===== src/rtl/htree_delay_tap_calibrator_if.sv =====
//==============================================================================
// Module      : htree_delay_tap_calibrator_if
// Description : Control/status bundle between the slow-control registers,
//               the phase detector and the HTree delay-tap calibrator.
// Revision    : 1.0 - initial release
//==============================================================================
`default_nettype none

interface htree_delay_tap_calibrator_if #(
    parameter int TAP_W = 4
);
    logic             start;
    logic             pd_early;
    logic             manual_en;
    logic [TAP_W-1:0] manual_tap;
    logic [TAP_W-1:0] tap_sel;
    logic             busy;
    logic             locked;
    logic             fail;
    logic [1:0]       fail_code;

    modport master (
        output start, pd_early, manual_en, manual_tap,
        input  tap_sel, busy, locked, fail, fail_code
    );

    modport slave (
        input  start, pd_early, manual_en, manual_tap,
        output tap_sel, busy, locked, fail, fail_code
    );
endinterface

`default_nettype wire


===== src/rtl/htree_delay_tap_calibrator.sv =====
//==============================================================================
// Module      : htree_delay_tap_calibrator
// Description : Sweeps delay taps upward from 0 and locks on the first tap
//               where the majority-voted phase detector stops reporting early.
// Revision    : 1.0 - initial release
//==============================================================================
`default_nettype none

module htree_delay_tap_calibrator #(
    parameter int TAP_W         = 4,
    parameter int SETTLE_CYCLES = 8,
    parameter int SAMPLE_CYCLES = 16,
    parameter int DEFAULT_TAP   = 0
) (
    input  wire logic                  clk,
    input  wire logic                  rstn,
    htree_delay_tap_calibrator_if.slave bus
);

    localparam int c_cnt_max  = (SETTLE_CYCLES > SAMPLE_CYCLES) ? SETTLE_CYCLES : SAMPLE_CYCLES;
    localparam int c_cnt_w    = $clog2(c_cnt_max + 1);
    localparam int c_ones_w   = $clog2(SAMPLE_CYCLES + 1);

    localparam logic [TAP_W-1:0]    c_tap_max     = {TAP_W{1'b1}};
    localparam logic [TAP_W-1:0]    c_tap_default = TAP_W'(DEFAULT_TAP);
    localparam logic [c_cnt_w-1:0]  c_settle_last = c_cnt_w'(SETTLE_CYCLES - 1);
    localparam logic [c_cnt_w-1:0]  c_sample_last = c_cnt_w'(SAMPLE_CYCLES - 1);

    typedef enum logic [2:0] {
        S_IDLE   = 3'd0,
        S_SETTLE = 3'd1,
        S_SAMPLE = 3'd2,
        S_DECIDE = 3'd3,
        S_LOCKED = 3'd4,
        S_FAIL   = 3'd5
    } state_t;

    state_t              r_state;
    logic [c_cnt_w-1:0]  r_cnt;
    logic [c_ones_w-1:0] r_ones;
    logic [TAP_W-1:0]    r_tap_sel;
    logic                r_busy;
    logic                r_locked;
    logic                r_fail;
    logic [1:0]          r_fail_code;

    logic                w_early;
    logic                w_can_start;

    // Majority vote: a tie (exactly half early) is treated as not early.
    assign w_early     = ((32'(r_ones) << 1) > 32'(SAMPLE_CYCLES));
    assign w_can_start = (r_state == S_IDLE) || (r_state == S_LOCKED) || (r_state == S_FAIL);

    always_ff @(posedge clk or negedge rstn) begin
        if (!rstn) begin
            r_state     <= S_IDLE;
            r_cnt       <= '0;
            r_ones      <= '0;
            r_tap_sel   <= c_tap_default;
            r_busy      <= 1'b0;
            r_locked    <= 1'b0;
            r_fail      <= 1'b0;
            r_fail_code <= 2'd0;
        end else if (bus.manual_en) begin
            // Manual override aborts any sweep and tracks manual_tap.
            r_state     <= S_IDLE;
            r_cnt       <= '0;
            r_ones      <= '0;
            r_tap_sel   <= bus.manual_tap;
            r_busy      <= 1'b0;
            r_locked    <= 1'b0;
            r_fail      <= 1'b0;
            r_fail_code <= 2'd0;
        end else begin
            case (r_state)
                S_IDLE, S_LOCKED, S_FAIL: begin
                    if (bus.start && w_can_start) begin
                        r_state     <= S_SETTLE;
                        r_cnt       <= '0;
                        r_ones      <= '0;
                        r_tap_sel   <= '0;
                        r_busy      <= 1'b1;
                        r_locked    <= 1'b0;
                        r_fail      <= 1'b0;
                        r_fail_code <= 2'd0;
                    end
                end
                S_SETTLE: begin
                    if (r_cnt == c_settle_last) begin
                        r_state <= S_SAMPLE;
                        r_cnt   <= '0;
                        r_ones  <= '0;
                    end else begin
                        r_cnt <= r_cnt + 1'b1;
                    end
                end
                S_SAMPLE: begin
                    r_ones <= r_ones + c_ones_w'(bus.pd_early);
                    if (r_cnt == c_sample_last) begin
                        r_state <= S_DECIDE;
                        r_cnt   <= '0;
                    end else begin
                        r_cnt <= r_cnt + 1'b1;
                    end
                end
                S_DECIDE: begin
                    r_cnt <= '0;
                    if (w_early) begin
                        if (r_tap_sel != c_tap_max) begin
                            r_state   <= S_SETTLE;
                            r_tap_sel <= r_tap_sel + 1'b1;
                        end else begin
                            r_state     <= S_FAIL;
                            r_busy      <= 1'b0;
                            r_fail      <= 1'b1;
                            r_fail_code <= 2'd2;
                        end
                    end else if (r_tap_sel != '0) begin
                        r_state  <= S_LOCKED;
                        r_busy   <= 1'b0;
                        r_locked <= 1'b1;
                    end else begin
                        r_state     <= S_FAIL;
                        r_busy      <= 1'b0;
                        r_fail      <= 1'b1;
                        r_fail_code <= 2'd1;
                    end
                end
                default: begin
                    r_state <= S_IDLE;
                    r_busy  <= 1'b0;
                end
            endcase
        end
    end

    assign bus.tap_sel   = r_tap_sel;
    assign bus.busy      = r_busy;
    assign bus.locked    = r_locked;
    assign bus.fail      = r_fail;
    assign bus.fail_code = r_fail_code;

endmodule

`default_nettype wire

===== src/flat_wrapper.sv =====
// flat-port wrapper written by rule: the top's interface ports become plain ports
module htree_delay_tap_calibrator_flat 
#(
    parameter int TAP_W         = 4,
    parameter int SETTLE_CYCLES = 8,
    parameter int SAMPLE_CYCLES = 16,
    parameter int DEFAULT_TAP   = 0
)
  (clk, rstn, bus_start, bus_pd_early, bus_manual_en, bus_manual_tap, bus_tap_sel, bus_busy, bus_locked, bus_fail, bus_fail_code);
  htree_delay_tap_calibrator_if #(.TAP_W(TAP_W)) bus_i ();
  input  wire logic clk;
  input  wire logic rstn;
  input wire logic [$bits(bus_i.start)-1:0] bus_start;
  input wire logic [$bits(bus_i.pd_early)-1:0] bus_pd_early;
  input wire logic [$bits(bus_i.manual_en)-1:0] bus_manual_en;
  input wire logic [$bits(bus_i.manual_tap)-1:0] bus_manual_tap;
  output wire logic [$bits(bus_i.tap_sel)-1:0] bus_tap_sel;
  output wire logic [$bits(bus_i.busy)-1:0] bus_busy;
  output wire logic [$bits(bus_i.locked)-1:0] bus_locked;
  output wire logic [$bits(bus_i.fail)-1:0] bus_fail;
  output wire logic [$bits(bus_i.fail_code)-1:0] bus_fail_code;
  assign bus_i.start = bus_start;
  assign bus_i.pd_early = bus_pd_early;
  assign bus_i.manual_en = bus_manual_en;
  assign bus_i.manual_tap = bus_manual_tap;
  assign bus_tap_sel = bus_i.tap_sel;
  assign bus_busy = bus_i.busy;
  assign bus_locked = bus_i.locked;
  assign bus_fail = bus_i.fail;
  assign bus_fail_code = bus_i.fail_code;
  htree_delay_tap_calibrator #(.TAP_W(TAP_W), .SETTLE_CYCLES(SETTLE_CYCLES), .SAMPLE_CYCLES(SAMPLE_CYCLES), .DEFAULT_TAP(DEFAULT_TAP)) u_core (.clk(clk), .rstn(rstn), .bus(bus_i));
endmodule

===== config.mk =====
export PLATFORM = sky130hd
export DESIGN_NAME = htree_delay_tap_calibrator_flat
export DESIGN_NICKNAME = d
export VERILOG_FILES = /design/src/rtl/htree_delay_tap_calibrator_if.sv /design/src/rtl/htree_delay_tap_calibrator.sv /design/src/flat_wrapper.sv
export SDC_FILE = /design/constraint.sdc
export NUM_CORES = 1
export LEC_CHECK = 0
export CAP_MARGIN = 20
export CORE_ASPECT_RATIO = 1.75
export CORE_MARGIN = 3
export CORE_UTILIZATION = 59
export CTS_CLUSTER_DIAMETER = 150
export DETAILED_ROUTE_END_ITERATION = 6
export HOLD_SLACK_MARGIN = 0.12
export PLACE_DENSITY = 0.84
export SLEW_MARGIN = 25
export SYNTH_ARGS = -nofsm -noshare
export SYNTH_HDL_FRONTEND = slang
export SYNTH_SLANG_ARGS = --single-unit

===== constraint.sdc =====
create_clock -name clk -period 2.6 [get_ports clk]
set_input_delay 0.52 -clock clk [delete_from_list [all_inputs] [get_ports clk]]
set_output_delay 0.52 -clock clk [all_outputs]
set_load 0.01 [all_outputs]

==> flow_summary.toml <==
[outcome]
status = "complete, no violations"

[placed_design]
post-dp-hpwl_mm = 2.678
io_buffers = 17
globalplace.congestion = 0.8435
place_inst = 195

[worst_setup_path]
path_buf_inv = 1
reg2reg_slack_ps = 780
critical-path-top-delay-family = "simple AND/OR/NAND/NOR gates"
cp-start-kind = "input pin"
crit_path_max_incr_delay_ps = 540
cp_cell_sequence = "clkdlybuf4s50_1 -> and2b_1 -> a211oi_4 -> nand2b_4 -> o21ai_1 -> o21ai_1"
arrival_ps = 2100
crit_path_end_kind = "flop"
cp.required_ps = 2790
cp_slowest_cell = "clkdlybuf4s50_1"
crit_type = "in2reg"
crit_fanout = 8
critPathMostFrequentCell = "o21ai_1"

[synth]
synth_cell_type_count = 46
synth-edff-count = 0
yosysSeqAreaShare_pct = 37.41
synth.avg_cell_area_um2 = 9.372
ys.flop_type = "dfrtp_1"
synth_area_um2 = 1471
synth-seq-cells = 22
ys_async_sr_fraction_pct = 100.0
ys_warn_count = 0
netlist_instances = 157
synthesis.nets = 173

[global_routing]
antenna_found_initial = 0
grt_overflow = 0
grt_pass1_vias = 1320
grt_max_degree = 23
grt_usage_pct = 24.31
grt_first_pass_wirelength_mm = 5.865

[clocking]
cts_hold_buf = 0
cts.repair.resized = 0
numCtsBuffers = 3
postCtsSetupRepairBufs = 0
cts-htree-levels = 1
cts_num_sinks = 22
clock_latency_ps = 260
clock-root-buffer = "clkbuf_8"
path_clk_slew_ps = 80
cts_tree = "built"
cts_max_path_buffers = 2

[sta]
final-hold-violation-count = 0
fmax_mhz = 525.3
fin_setup_tns_ps = 0
hold_slack_ps = 522.6
grt_setup_unrepaired = "no"
worst_slew_pin_slew_ps = 512.5
period_share_pct = 73.22
min_period_ps = 1904
finClkSkew_ps = 2.451
setup_violations = 0
slew_violations = 0
relSlewSlack_pct = 65.52

[layout]
final_common_cell = "dfrtp_1"
drive_above_1_share_pct = 12.07
n_antenna_cell = 0
synthToLayoutAreaGrowth_pct = 15.90
final_cell_mix = "dfrtp_1 (22), nor2_1 (18), clkdlybuf4s50_1 (17), nand2_1 (11), o21ai_1 (9)"
fin_util_pct = 73.16
fin_cells = 199
layout.nets = 191

[drt]
wl_per_cell_um = 17.64
drt_wl_total_mm = 3.510
firstDrtPassIters = 4
drt_iter0_markers = 34
ant_nets = 0
drc = 0
vias = 1268
via_per_inst = 6.372

[floorplanning]
initial_core_util_pct = 63.12
row_count = 23
die_height_um = 72.07
ioPinCount = 18
die_w_um = 43.75
coreArea_um2 = 2331
dieArea_um2 = 3153

[job]
drv_cap = 0

[min_path]
hold_path.class = "reg2reg"

[power]
ir_drop_mv = 0.3096
p_leak_uw = 0.0007247
powerDensity_nw_per_um2 = 457.3
[Yosys cell counts (all sizes together), types with 2 or more instances]
cell / n / share of area (%)
dfrtp: 22 / 37
nor2: 18 / 4.6
o21ai: 15 / 5.1
a21oi: 9 / 3.8
xor2: 3 / 1.8
ha: 7 / 6.0
a221oi: 2 / 2.0
and3: 3 / 1.3
nand2: 11 / 2.8
a22o: 2 / 1.2
buf: 6 / 2.6
inv: 8 / 2.0
nor3: 5 / 1.7
nand3: 6 / 2.0
o31ai: 5 / 3.9
a31oi: 4 / 1.7
and4bb: 2 / 2.0
a32o: 3 / 2.1
or2: 2 / 0.85
nand2b: 4 / 2.2
a211oi: 3 / 3.6
[layout make-up]
class / instances / area [um2]
repair buffers: 19 / 185.2
fillers: 176 / 625.6
multi-input cells: 121 / 853.3
clock buffers: 4 / 55.05
inverters: 8 / 30.03
well taps: 25 / 31.28
flip-flops and latches: 22 / 550.5
[cell families (layout without fill, tap and decap cells)]
group / count (synthesis) / count (layout) / share of synthesized area, %
compound gates: 53 / 53 / 29.17
simple gates: 58 / 58 / 21.09
xor+xnor: 3 / 3 / 1.786
buf+inv: 14 / 31 / 4.592
fa+ha+maj: 7 / 7 / 5.952
flops: 22 / 22 / 37.42
[worst paths after layout]
check | from | endpoint | depth (start not counted)
worst max-delay path | bus_start | u_core.bus.tap_sel[2] | 6
worst min-delay path | u_core.bus.busy | u_core.bus.busy | 2
worst max register to register | u_core.r_cnt[0] | u_core.r_cnt[2] | 8
worst min register to register | u_core.bus.busy | u_core.bus.busy | 2
max in group asynchronous | rstn | u_core.r_state[2] | 2
min in group asynchronous | rstn | u_core.r_ones[3] | 2
[layer usage]
metal / wire (um) / global-route usage [%] / vias up / share of wire, %
met5: 0 / 0 / - / 0
met4: 104 / 10.74 / 0 / 3.0
met3: 111 / 1.985 / 8 / 3.2
met2: 1981 / 45.78 / 35 / 56
met1: 1313 / 26.16 / 613 / 37
li1: - / - / 612 / -
[power by group]
| group | internal (uW) | switching (uW) |
|---|---|---|
| sequential | 355 | 23.7 |
| clock | 135 | 114 |
| combinational | 69.3 | 83.3 |
| total | 559 | 221 |
[registers in the layout (all words and copies together) (netlist names)]
register and count:
u_core.bus.fail_code 2, u_core.r_ones 5, u_core.bus.tap_sel 4, u_core.r_state 3, u_core.bus.busy 1, u_core.bus.fail 1, u_core.r_cnt 5, u_core.bus.locked 1
[worst reg2reg max path, stage by stage (launching register included)]
cell     delay [ps]
dfrtp_1         430
ha_1            250
nand3_1         120
inv_1            50
ha_1            190
nor3_1          160
o21ai_0         140
nor4b_1         310
a21o_1          130
[per-stage QoR]
stage	setup WS (ps)	power, uW	area (um2)
2_1_floorplan	969.3	474.2	1471
3_3_place_gp	489.5	531.8	1650
4_1_cts	708.3	786.2	1705
3_5_place_dp	453.2	537.7	1650
5_1_grt	553.2	814.2	1705
6_report	696.3	779.9	1705
No activity file was read; power rests on OpenSTA's default activity.
